**src/rtl/decoder_3to8_pulse.sv**
```systemverilog
// +--------------------------------------------------------------------------+
// | decoder_3to8_pulse : FIFO-buffered 3-to-8 decoder, one-hot timed pulses  |
// | Rev 1.0                                                                  |
// +--------------------------------------------------------------------------+
`default_nettype none

module decoder_3to8_pulse #(
  parameter int PULSE_W = 4,
  parameter int DEPTH   = 4
) (
  input  logic       clk,
  input  logic       rst,
  input  logic [2:0] Y,
  input  logic       valid,
  output logic       ready,
  output logic [7:0] D,
  output logic       busy,
  output logic       done
);

  localparam int             AW         = $clog2(DEPTH);
  localparam logic [AW:0]    FULL_COUNT = (AW+1)'(DEPTH);
  localparam logic [7:0]     CNT_LOAD   = 8'(PULSE_W - 1);

  localparam logic [1:0] S_IDLE  = 2'd0;
  localparam logic [1:0] S_DRIVE = 2'd1;
  localparam logic [1:0] S_GAP   = 2'd2;

  logic [2:0]    mem_q [DEPTH];
  logic [AW-1:0] wr_ptr_q;
  logic [AW-1:0] rd_ptr_q;
  logic [AW:0]   count_q;

  logic [1:0]    state_q, state_d;
  logic [7:0]    d_q, d_d;
  logic [7:0]    cnt_q, cnt_d;

  logic          w_push;
  logic          w_pop;
  logic          w_empty;
  logic [2:0]    w_head;

  assign ready   = (count_q < FULL_COUNT) && !rst;
  assign w_push  = valid && ready;
  assign w_empty = (count_q == '0);
  assign w_head  = mem_q[rd_ptr_q];
  // A pop happens only from IDLE or GAP, which enforces the one-cycle idle gap.
  assign w_pop   = !w_empty && ((state_q == S_IDLE) || (state_q == S_GAP));

  always_ff @(posedge clk) begin
    if (w_push) begin
      mem_q[wr_ptr_q] <= Y;
    end
  end

  always_ff @(posedge clk) begin
    if (rst) begin
      wr_ptr_q <= '0;
      rd_ptr_q <= '0;
      count_q  <= '0;
    end else begin
      if (w_push) begin
        wr_ptr_q <= wr_ptr_q + AW'(1);
      end
      if (w_pop) begin
        rd_ptr_q <= rd_ptr_q + AW'(1);
      end
      case ({w_push, w_pop})
        2'b10:   count_q <= count_q + (AW+1)'(1);
        2'b01:   count_q <= count_q - (AW+1)'(1);
        default: count_q <= count_q;
      endcase
    end
  end

  always_comb begin
    state_d = state_q;
    d_d     = d_q;
    cnt_d   = cnt_q;
    case (state_q)
      S_IDLE, S_GAP: begin
        if (w_pop) begin
          state_d = S_DRIVE;
          d_d     = 8'd1 << w_head;
          cnt_d   = CNT_LOAD;
        end else begin
          state_d = S_IDLE;
          d_d     = 8'h00;
        end
      end
      S_DRIVE: begin
        if (cnt_q == 8'd0) begin
          state_d = S_GAP;
          d_d     = 8'h00;
        end else begin
          cnt_d   = cnt_q - 8'd1;
        end
      end
      default: begin
        state_d = S_IDLE;
        d_d     = 8'h00;
      end
    endcase
  end

  always_ff @(posedge clk) begin
    if (rst) begin
      state_q <= S_IDLE;
      d_q     <= 8'h00;
      cnt_q   <= 8'd0;
    end else begin
      state_q <= state_d;
      d_q     <= d_d;
      cnt_q   <= cnt_d;
    end
  end

  assign D    = d_q;
  assign busy = (state_q == S_DRIVE);
  assign done = (state_q == S_DRIVE) && (cnt_q == 8'd0);

endmodule

`default_nettype wire

```
**config.mk**
```make
export PLATFORM = sky130hd
export DESIGN_NAME = decoder_3to8_pulse
export DESIGN_NICKNAME = d
export VERILOG_FILES = /design/src/rtl/decoder_3to8_pulse.sv
export SDC_FILE = /design/constraint.sdc
export NUM_CORES = 1
export LEC_CHECK = 0
export CAP_MARGIN = 20
export CORE_ASPECT_RATIO = 1.4
export CORE_UTILIZATION = 40
export CTS_CLUSTER_SIZE = 16
export DETAILED_ROUTE_END_ITERATION = 6
export PLACE_DENSITY = 0.69
export SYNTH_ARGS = -nofsm -noshare
export SYNTH_HDL_FRONTEND = slang
export SYNTH_SLANG_ARGS = --single-unit
```
**constraint.sdc**
```tcl
create_clock -name clk -period 5.3 [get_ports clk]
set_input_delay 0.795 -clock clk [delete_from_list [all_inputs] [get_ports clk]]
set_output_delay 0.795 -clock clk [all_outputs]
set_load 0.02 [all_outputs]
```
==> qor.yml, run 1 <==
run_status:
  status: "completed"
global_route:
  grt_overflow: 0
  first_global_vias: 1174
  grt_max_degree: 18
  grt_use_total_pct: 15.50
  grt_antenna_before_repair: 0
  grt_pass1_wl_um: 5244
power_and_ir_drop:
  p_leak_nw: 0.7397
  ir_drop_v: 0.0002944
  power_mw: 1.031
  p_per_area_nw_per_um2: 525.3
cells_and_area:
  antennaDiodeCount: 0
  num-nets-final: 173
  n_fill_cell: 359
  drive_gt1_share_pct: 7.500
  syn2layout_area_growth_pct: 19.42
  fin_util_pct: 50.06
yosys:
  synth-compound-area-share_pct: 9.216
  synth_cell_types: 37
  async_flop_share_pct: 0
  netlist_top_cells_area: "dfxtp_1, edfxtp_1, ha_1"
  synth-edff-count: 12
  synthAdderAreaFrac_pct: 6.550
  synth.mux.area_fraction_pct: 5.407
  synth_top_family_by_area: "simple AND/OR/NAND/NOR gates"
  synth_fp_nets: 153
  synthCells: 139
  synth.cell_area_um2: 1643
  yosysMostFrequentCell: "dfxtp_1"
  yosys.area.top_type: "dfxtp_1"
  ys.flop_type: "dfxtp_1"
  netlist.area_leader.share_pct: 32.90
  synth_warnings: 0
  syn_avg_cell_area_um2: 11.82
  synthXorXnorAreaFrac_pct: 4.798
  synthTopCellsByCount: "dfxtp_1, nor2_1, edfxtp_1"
  yosys.area_share.simple_pct: 16.22
  yosys_register_bits: 39
  ys_seq_area_share_pct: 54.84
setup_path:
  worstPathRequired_ps: 4510
  path_cells: "clkdlybuf4s50_1 -> nor2_1 -> clkdlybuf4s50_1"
  crit_buf_inv: 2
  worst_setup_path_end_kind: "output pin"
  worstPathArrival_ps: 2550
  path_delay_family: "buffers and inverters"
  startpoint_type: "primary input"
  cpMostUsedCell: "clkdlybuf4s50_1"
  path_max_fanout: 17
  cp_slowest_stage_delay_ps: 690
  setup.worst_path.class: "primary input to output pin"
  r2r_setup_slack_ps: 2930
  crit_path_top_delay_cell: "clkdlybuf4s50_1"
clock_network:
  ctsResizeCount: 0
  post_cts_buffers: 0
  cts_buffers: 5
  cts_hold_buffers: 0
  cts-root-buf: "clkbuf_8"
  cts_max_level: 2
  clock_path_buffers: 2
  clock-sinks: 39
  clkTransAtPathRegs_ps: 80
  cts_tree: "yes"
  clk_latency_ps: 300
sta:
  setup_viol: 0
  fin_skew_ps: 5.639
  slew_violations: 0
  tns_ps: 0
  worst_pin_slew_ps: 668.5
  max_freq_mhz: 299.1
  min_period_over_period_pct: 63.09
  hold_viol: 0
  rsz0062_at_grt: "false"
  fin_crit_ps: 3344
  relSlewSlack_pct: 55.02
floorplan:
  die_w_um: 56.16
  die_y_um: 77.83
  io_pins: 17
  die-area_um2: 4371
  start_util_pct: 41.92
  placementRows: 27
  core_area_um2: 3919
routing:
  drt_iter0_markers: 16
  vias_per_cell: 5.473
  drc: 0
  wl_um: 2970
  routedWlPerCell_um: 14.63
  vias: 1111
  final_antenna_net_count: 0
  drt-pass1-iter-count: 4
flow_run:
  cap_violations: 0
placement:
  gp_congestion: 0.8307
  dp.final_hpwl_um: 2242
  port_buffers: 16
hold_path:
  hp-class: "flip-flop to flip-flop"
cell usage in the layout (no fill, tap or decap), drive strengths merged:
cell type      instances
mux4                   3
nor3                   3
a22o                   1
nor4                   4
nor4b                  1
edfxtp                12
or4                    2
clkinv                 1
and2                   1
clkdlybuf4s50         16
mux2i                  1
clkbuf                 5
xor2                   1
fa                     1
ha                     7
o2bb2ai                3
a21oi                  5
nand2                  4
bufinv                 1
nor2b                  2
inv                   11
or2                    2
nor3b                  2
a311oi                 1
nand3b                 2
a2bb2o                 1
nor2                  15
or3                    1
a2111oi                1
a21o                   1
or4b                   1
xnor2                  8
and3                   4
or2b                   1
nand2b                 1
o31ai                  1
o21ai                  3
dfxtp                 27
a32o                   3
power by group:
group	switching [mW]	total, mW	internal, mW
Sequential	0.0455	0.406	0.360
Combinational	0.203	0.370	0.167
Clock	0.112	0.255	0.143
Total	0.360	1.03	0.670
path summary, 6_finish.rpt:
| kind | endpoint | cells past startpoint | startpoint |
|---|---|---|---|
| setup / recovery | ready | 3 | rst |
| hold / removal | D[4]$_SDFFE_PP0P_ | 1 | D[4]$_SDFFE_PP0P_ |
| setup reg to reg | count_q[2]$_SDFFE_PP0P_ | 7 | count_q[0]$_SDFFE_PP0P_ |
| hold reg to reg | D[4]$_SDFFE_PP0P_ | 1 | D[4]$_SDFFE_PP0P_ |
metal layers:
metal | vias up | part of all wire (%) | track usage, %
li1 | 543 | - | -
met1 | 541 | 38 | 15.15
met2 | 20 | 56 | 29.29
met3 | 7 | 4.2 | 4.833
met4 | 0 | 1.4 | 6.585
met5 | - | 0 | 0
flip-flops by register name, indices dropped and copies added, names as in the netlist, named ones only:
register and cells:
D 8, cnt_q 8, count_q 3, mem_q 12, rd_ptr_q 2, state_q 2, wr_ptr_q 2
worst register-to-register path: stages (launching register included):
cell and delay (ps):
dfxtp_1 350, nor3_1 430, nor2_1 220, ha_1 280, fa_1 390, xnor2_1 150, or3_1 320, a21oi_1 160
cells by family after synthesis:
logic type	count (synthesis)
AOI/OAI and AO/OA	20
and+or+nand+nor	46
DFF	39
buffers and inverters	13
xor gates and xnor gates	9
adders and majority gates	8
muxes	4
cell type report:
class	instances	area (um2)	share of cell area, %
flip-flops and latches	39	900.9	45.92
well taps	43	53.80	2.742
multi-input cells	87	693.2	35.33
clock inverters	3	47.55	2.423
inverters	10	37.54	1.913
repair buffers	16	160.2	8.163
clock buffers	5	68.82	3.508
metrics by stage:
step	cells	hold slack [ps]	cell area, um2	worst slack (ps)
finish	203	464.4	1962	1956
global route	203	495.7	1962	1816
CTS	203	470.4	1962	1959
detailed placement	195	447.0	1846	1778
global placement	195	449.8	1846	1952
floorplan	139	471.5	1643	2586
Power figures use the tool's default switching activity.
==> inputs of run 2 (changes only) <==
Settings changed: PLACE_DENSITY 0.69 to 0.71.
Clock period 5.3 ns to 2.96 ns, I/O delays scaled along.
==> run 2 against run 1 <==
- die area is the same
- final cell count grew 0.49%
- critical path depth is the same
- largest power group unchanged
==> qor.yml, run 2 (synthesized netlist as in run 1, its figures left out) <==
floorplan:
  die_w_um: 56.16
  placementRows: 27
  io_pins: 17
  core_area_um2: 3919
  die_y_um: 77.83
  die-area_um2: 4371
  start_util_pct: 41.92
power_and_ir_drop:
  power.switching_uw: 639.1
  p_comb_share_pct: 37.9
  clkPwrFrac_pct: 20.7
  p_int_mw: 1.114
  p_seq_share_pct: 41.4
  p_leak_nw: 0.7265
  p_per_area_nw_per_um2: 900.9
  ir_drop_v: 0.0004963
  p_sw_share_pct: 36.46
routing:
  wl_um: 2913
  vias: 1089
  wl_met3_um: 117
  drt-pass1-iter-count: 4
  drc: 0
  routedWlPerCell_um: 14.28
  wl_met2_um: 1588
  vias_per_cell: 5.338
  drt_iter0_markers: 19
  drt-met1-wl_um: 1113
  final_antenna_net_count: 0
  highest_layer: "met4"
global_route:
  grt_overflow: 0
  grt_max_degree: 17
  grt_use_total_pct: 15.02
  first_global_vias: 1157
  grt_antenna_before_repair: 0
  grt_pass1_wl_um: 5009
sta:
  worst_pin_slew_ps: 802.0
  fin_crit_ps: 2784
  tns_ps: 0
  setup_viol: 0
  relSlewSlack_pct: 46.04
  slew_violations: 0
  hold_ws_ps: 468.4
  hold_viol: 0
  fin_skew_ps: 7.284
  fin_ws_ps: 176.1
  max_freq_mhz: 359.2
  rsz0062_at_grt: "false"
  min_period_over_period_pct: 94.05
clock_network:
  cts-root-buf: "clkbuf_8"
  cts_max_level: 2
  cts_tree: "yes"
  clkTransAtPathRegs_ps: 80
  clock-sinks: 39
  cts_hold_buffers: 0
  clock_path_buffers: 2
  ctsResizeCount: 0
  clk_latency_ps: 300
  post_cts_buffers: 0
  cts_buffers: 5
cells_and_area:
  antennaDiodeCount: 0
  fin_util_pct: 49.65
  num-nets-final: 174
  final_area_um2: 1946
  syn2layout_area_growth_pct: 18.43
  layout_commonest_cell: "dfxtp_1"
  layout_common_cells: "dfxtp_1, clkdlybuf4s50_1, nor2_1"
  largest_register_ffs: 12
  drive_gt1_share_pct: 8.075
  regMostFlops: "mem_q"
  n_fill_cell: 357
setup_path:
  path_max_fanout: 6
  timing.rr.start: "count_q[0]$_SDFFE_PP0P_"
  timing.critical_path.from: "cnt_q[2]$_SDFFE_PP0P_"
  worst_setup_path_end_kind: "output pin"
  crit_end: "done"
  r2r_cells: 7
  setup.worst_path.class: "flip-flop to output pin"
  startpoint_type: "flip-flop"
  worstPathRequired_ps: 2520
  r2r_end: "count_q[2]$_SDFFE_PP0P_"
  r2r_setup_slack_ps: 600
  worstPathArrival_ps: 2340
placement:
  dp.final_hpwl_um: 2215
  dp_slack_ps: 247.2
  gp_congestion: 0.8362
  port_buffers: 16
  dpl_cell_area_um2: 1853
hold_path:
  hp-class: "flip-flop to flip-flop"
run_status:
  status: "completed"
flow_run:
  cap_violations: 0
## run 2: cell types whose count changed in the layout (fill, tap and decap cells not counted)
cell,change
clkinvlp_4,+2
bufinv_16,-1
clkinv_4,-1
buf_4,+1
## run 2: routing by layer
layer | vias to the layer above | track usage [%]
met4 | 0 | 9.756
li1 | 545 | -
met2 | 21 | 26.67
met3 | 10 | 4.333
met5 | - | 0
met1 | 513 | 14.96
## run 2: cell type report
type	count	area (um2)	area share, %
flip-flops and latches	39	900.9	46.30
multi-input cells	87	693.2	35.63
repair buffers	17	167.7	8.617
clock buffers	5	68.82	3.537
well taps	43	53.80	2.765
inverters	10	37.54	1.929
clock inverters	3	23.77	1.222
## run 2: how the worst min path moves through the flow
| stage | end | cells past startpoint | slack [ps] | start |
|---|---|---|---|---|
| floorplan | count_q[2]$_SDFFE_PP0P_ | 2 | 470 | count_q[2]$_SDFFE_PP0P_ |
| global placement | D[6]$_SDFFE_PP0P_ | 1 | 450 | D[6]$_SDFFE_PP0P_ |
| detailed placement | D[5]$_SDFFE_PP0P_ | 1 | 450 | D[5]$_SDFFE_PP0P_ |
| CTS | D[3]$_SDFFE_PP0P_ | 1 | 480 | D[3]$_SDFFE_PP0P_ |
| global route | D[5]$_SDFFE_PP0P_ | 1 | 500 | D[5]$_SDFFE_PP0P_ |
| finish | D[6]$_SDFFE_PP0P_ | 1 | 470 | D[6]$_SDFFE_PP0P_ |
## run 2: power by group through the flow
stage,clock (mW),combinational (mW),sequential [mW]
2_1_floorplan,0,0.492,0.729
3_3_place_gp,0,0.626,0.731
3_5_place_dp,0,0.662,0.739
4_1_cts,0.372,0.666,0.727
5_1_grt,0.396,0.743,0.740
6_report,0.363,0.663,0.726
## run 2: per-stage QoR
stage	std cells	total power, mW
2_1_floorplan	139	1.221
3_3_place_gp	196	1.357
3_5_place_dp	196	1.401
4_1_cts	204	1.764
5_1_grt	204	1.879
6_report	204	1.753
## run 2: critical path, stage by stage (launching register included)
cell and delay (ps):
dfxtp_1 350, or4b_1 630, nor3b_1 390, clkdlybuf4s50_1 670
==> inputs of run 3 (changes only) <==
Settings changed: CTS_CLUSTER_SIZE 16 to 25.
==> results of run 3 <==
Same layout as run 2: the final DEF is identical, and so are final timing and power.
